## config.mk

```make
export PLATFORM = sky130hd
export DESIGN_NAME = cpu_cfg_regfile
export DESIGN_NICKNAME = d
export VERILOG_FILES = /design/src/rtl/cpu_cfg_regfile.sv
export SDC_FILE = /design/constraint.sdc
export NUM_CORES = 1
export LEC_CHECK = 0
export CORE_MARGIN = 4
export CORE_UTILIZATION = 42
export DETAILED_ROUTE_END_ITERATION = 7
export GPL_ROUTABILITY_DRIVEN = 0
export PLACE_DENSITY = 0.77
export RECOVER_POWER = 25
export SYNTH_ARGS = -nofsm -noshare
export SYNTH_HDL_FRONTEND = slang
export SYNTH_SLANG_ARGS = --single-unit
```

## constraint.sdc

```tcl
create_clock -name clk -period 3.62 [get_ports clk]
set_clock_uncertainty 0.1 [all_clocks]
set_input_delay 0.543 -clock clk [delete_from_list [all_inputs] [get_ports clk]]
set_output_delay 0.543 -clock clk [all_outputs]
set_load 0.03 [all_outputs]
```

## src/rtl/cpu_cfg_regfile.sv

```systemverilog
// Management-port slave for the cell switch: Intel/Motorola host cycles,
// programmable wait states, lockable per-channel config and an ID register.
module cpu_cfg_regfile #(
  parameter int ADDR_W      = 12,
  parameter int DATA_W      = 8,
  parameter int NUM_CH      = 4,
  parameter int WAIT_STATES = 2,
  parameter logic [DATA_W-1:0] RESET_VAL = '0,
  parameter logic [DATA_W-1:0] ID_VAL    = 8'hA5
) (
  input  logic                     clk,
  input  logic                     rst,
  input  logic                     BusMode,
  input  logic                     Sel,
  input  logic                     Rd_DS,
  input  logic                     Wr_RW,
  input  logic [ADDR_W-1:0]        Addr,
  input  logic [DATA_W-1:0]        DataIn,
  output logic [DATA_W-1:0]        DataOut,
  output logic                     Rdy_Dtack,
  output logic [NUM_CH*DATA_W-1:0] cfg,
  output logic [NUM_CH-1:0]        cfg_upd
);

  typedef enum logic [1:0] {
    S_IDLE,
    S_WAIT,
    S_ACK
  } state_t;

  localparam logic [ADDR_W-1:0] LOCK_A = ADDR_W'(NUM_CH);
  localparam logic [ADDR_W-1:0] ID_A   = ADDR_W'(NUM_CH + 1);

  state_t              state;
  state_t              stateNext;
  logic [3:0]          cnt;
  logic                modeQ;
  logic                readQ;
  logic [ADDR_W-1:0]   addrQ;
  logic [DATA_W-1:0]   dataQ;
  logic                lockQ;
  logic [DATA_W-1:0]   dataOutQ;
  logic [NUM_CH-1:0]   updQ;
  logic [DATA_W-1:0]   cfgReg [NUM_CH];

  logic                startCyc;
  logic                startRead;
  logic                held;
  logic                goAck;
  logic                isLock;
  logic                isId;
  logic [NUM_CH-1:0]   hitCfg;
  logic [NUM_CH-1:0]   updNext;
  logic [DATA_W-1:0]   rdData;
  logic                modeEff;
  logic                ack;

  // Intel needs exactly one strobe low; both low is not a cycle.
  always_comb begin
    startCyc  = !Sel && (BusMode ? (Rd_DS ^ Wr_RW) : !Rd_DS);
    startRead = BusMode ? !Rd_DS : Wr_RW;
    if (modeQ) begin
      held = !Sel && (readQ ? !Rd_DS : !Wr_RW);
    end else begin
      held = !Sel && !Rd_DS;
    end
  end

  always_comb begin
    stateNext = state;
    goAck     = 1'b0;
    unique case (state)
      S_IDLE: begin
        if (startCyc) begin
          stateNext = S_WAIT;
        end
      end
      S_WAIT: begin
        if (!held) begin
          stateNext = S_IDLE;
        end else if (cnt == 4'd0) begin
          stateNext = S_ACK;
          goAck     = 1'b1;
        end
      end
      S_ACK: begin
        if (!held) begin
          stateNext = S_IDLE;
        end
      end
      default: stateNext = S_IDLE;
    endcase
  end

  always_comb begin
    isLock  = (addrQ == LOCK_A);
    isId    = (addrQ == ID_A);
    hitCfg  = '0;
    updNext = '0;
    rdData  = '0;
    for (int i = 0; i < NUM_CH; i++) begin
      hitCfg[i]  = (addrQ == ADDR_W'(i));
      updNext[i] = goAck && !readQ && !lockQ && hitCfg[i];
      if (hitCfg[i]) begin
        rdData = cfgReg[i];
      end
    end
    unique case (1'b1)
      isLock:  rdData = DATA_W'(lockQ);
      isId:    rdData = ID_VAL;
      default: ;
    endcase
  end

  always_ff @(posedge clk) begin
    if (rst) begin
      state    <= S_IDLE;
      cnt      <= '0;
      modeQ    <= 1'b0;
      readQ    <= 1'b0;
      addrQ    <= '0;
      dataQ    <= '0;
      lockQ    <= 1'b0;
      dataOutQ <= '0;
      updQ     <= '0;
      for (int i = 0; i < NUM_CH; i++) begin
        cfgReg[i] <= RESET_VAL;
      end
    end else begin
      state <= stateNext;
      updQ  <= updNext;
      if (state == S_IDLE && startCyc) begin
        modeQ <= BusMode;
        readQ <= startRead;
        addrQ <= Addr;
        dataQ <= DataIn;
        cnt   <= 4'(WAIT_STATES);
      end else if (state == S_WAIT && cnt != 4'd0) begin
        cnt <= cnt - 4'd1;
      end
      for (int i = 0; i < NUM_CH; i++) begin
        if (updNext[i]) begin
          cfgReg[i] <= dataQ;
        end
      end
      if (goAck && !readQ && isLock) begin
        lockQ <= dataQ[0];
      end
      if (goAck && readQ) begin
        dataOutQ <= rdData;
      end
    end
  end

  // Idle follows the live bus mode so the inactive level is right before any cycle.
  always_comb begin
    ack       = (state == S_ACK);
    modeEff   = (state == S_IDLE) ? BusMode : modeQ;
    Rdy_Dtack = modeEff ? ack : !ack;
  end

  for (genvar i = 0; i < NUM_CH; i++) begin : g_cfg
    assign cfg[i*DATA_W +: DATA_W] = cfgReg[i];
  end

  assign DataOut = dataOutQ;
  assign cfg_upd = updQ;

endmodule

```

==> out/metrics.cfg <==
[global_route]
grt-ovfl-total=0
track_usage_pct=18.6
antenna_found_initial=0
grt_max_degree=31
grt_pass1_wl_um=14200
grt_pass1_vias=2670

[place]
dp.cells=485
numPortBuffers=70
dp_hpwl_um=6290

[setup_path]
worstPathArrival_ns=2.91
startpoint_type=flop
worstPathRequired_ns=3.71
worstSetupPathType=flop to flop
end_kind=flop
path_max_fanout=9

[floorplan]
die-area_um2=9640
core-area_um2=7810
rows=32
start_util_pct=43.7
die_h_um=98.2
fp.dieW_um=98.2
ioPinCount=71

[detailed_routing]
drt_iter0_markers=273
routed_wl_um=8890
postRouteAntennaNets=0
drt_drc_violations_left=0
vias=2870
vias_per_cell=5.73
first_pass_iters=4
wl_per_cell_um=17.7

[final_layout]
nets=421
antennaDiodeCount=0
area_growth_syn_to_layout_pct=30.5
drive_above_1_share_pct=11.5
fillers=666
finalNonFillerCells=501

[synth]
syn_area_per_cell_um2=10.5
synth_top_area_share_pct=28.1
synthArstFlopShare_pct=0
synth_ff_type=dfxtp_1
synth_cell_types=44
ys_ff_latch=73
yosys-top-cells-area=edfxtp_1 28%, dfxtp_1 24%, o31ai_1 5.1%
synth-edff-count=32
synth-seq-area-share_pct=52.2
synth_cells=326
synth_nets=353
yosysWarnings=0
synth_top_cell_by_area=edfxtp_1
synth_area_um2=3420

[timing]
worst_pin_slew_ns=1.08
maxSlewViolCount=0
max_freq_ghz=0.354
hold_ws_ns=0.379
relSlewSlack_pct=28.2
timing.setup.tns_ns=0
finalCriticalPeriod_ns=2.82
rsz0062_at_grt=no
final-hold-violation-count=0
fin_crit_sh_pct=77.9
setup_viol=0

[power_and_ir_drop]
ir_drop_uv=171
leakagePower_uw=0.00158
cellPowerDensity_nw_per_um2=419
power_uw=1870

[cts]
cts_tree=yes
cts-root-buf=clkbuf_8
cts-buffers-inserted=9
cts_hold_buffers=0
clock_path_buffers=2
cts_setup_buffers=0
clock_sinks=73
worstSkewPairLatency_ns=0.35
clkTransAtPathRegs_ns=0.08
cts_resized=0
htreeDepth=3

[status]
outcome=finished, final reports clean

[worst_hold_path]
min-delay-path-class=flop to flop

[run]
maxCapViolations=0

## where the power goes
part	leakage, uW	switching, uW	internal [uW]
clock	0.000116	306	368
sequential	0.000664	31.7	888
combinational	0.000798	160	114
## synth_stat cells (6+ instances only)
cell type,n
clkbuf_1,25
nor3b_2,8
nand2b_1,6
edfxtp_1,32
dfxtp_1,41
mux2i_1,8
a21oi_1,29
and3_1,10
inv_1,6
o31ai_1,23
nand3_1,6
nor2_1,6
o21ai_0,13
nand4_1,25
nor3_1,7
and2_1,17
a211oi_1,7
## layout make-up
cell class,count,area (um2),area share (%)
Clock buffer,13,201,4.52
Timing Repair Buffer,84,798,17.9
Clock inverter,3,16.3,0.365
Sequential cell,73,1780,40.0
Tap cell,102,128,2.86
Multi-Input combinational cell,220,1510,33.9
Inverter,6,22.5,0.505
## kinds of logic (layout without fill, tap and decap cells)
family / count (synthesis) / count (layout) / synth area share [%]
compound gates: 90 / 90 / 17.0
xor+xnor: 5 / 5 / 1.28
fa+ha+maj: 1 / 1 / 0.366
buf+inv: 33 / 106 / 3.74
flops: 73 / 73 / 52.2
mux: 9 / 9 / 3.00
simple gates: 115 / 115 / 22.5
## cell usage in the layout, fill, tap and decap left out, types with 8 or more instances in the layout
cell | synthesis | routed
and2_1 | 17 | 17
edfxtp_1 | 32 | 32
and3_1 | 10 | 10
o31ai_1 | 23 | 23
clkdlybuf4s50_1 | 0 | 58
nor3b_2 | 8 | 8
dfxtp_1 | 41 | 41
buf_4 | 1 | 12
o21ai_0 | 13 | 13
clkbuf_8 | 0 | 11
mux2i_1 | 8 | 8
nand4_1 | 25 | 25
dlygate4sd3_1 | 0 | 12
a21oi_1 | 29 | 29
## worst max-delay path, stage by stage (launching register included)
cell     delay [ns]
dfxtp_1        0.34
inv_1          0.06
ha_1           0.17
or3b_4         0.42
or4_4          0.55
or4_1          0.76
nor3b_2        0.27
## sequential cells by signal, indices dropped and copies added, names as in the netlist
name     cells
readQ        1
state        2
DataOut      8
cnt          4
dataQ        8
cfg_upd      4
lockQ        1
modeQ        1
cfgReg      32
addrQ       12
## layer usage
layer / track usage (%) / vias up / wire length (um)
met2: 30.1 / 87 / 4460
met5: 0 / - / 0
li1: - / 1384 / -
met3: 3.50 / 17 / 474
met1: 24.7 / 1382 / 3790
met4: 7.35 / 0 / 168
## path summary, 6_finish.rpt
kind	startpoint	to	slack, ns	cells past startpoint
max reg2reg	cnt[0]$_SDFFE_PP0P_	cfgReg[0][4]$_SDFFCE_PN0P_	0.80	6
max	cnt[0]$_SDFFE_PP0P_	cfgReg[0][4]$_SDFFCE_PN0P_	0.80	6
min	addrQ[9]$_SDFFE_PP0P_	addrQ[9]$_SDFFE_PP0P_	0.38	2
min reg2reg	addrQ[9]$_SDFFE_PP0P_	addrQ[9]$_SDFFE_PP0P_	0.38	2
## metrics by stage
stage / cell area, um2 / util (%) / setup WS [ns]
after floorplan: 3420 / - / 0.650
after global placement: 4240 / 54.4 / 0.763
after detailed placement: 4240 / 54.4 / 0.654
after CTS: 4460 / 57.1 / 0.808
after global routing: 4460 / 57.1 / 0.713
final: 4460 / 57.1 / 0.799
(Power assumes the default switching activity.)
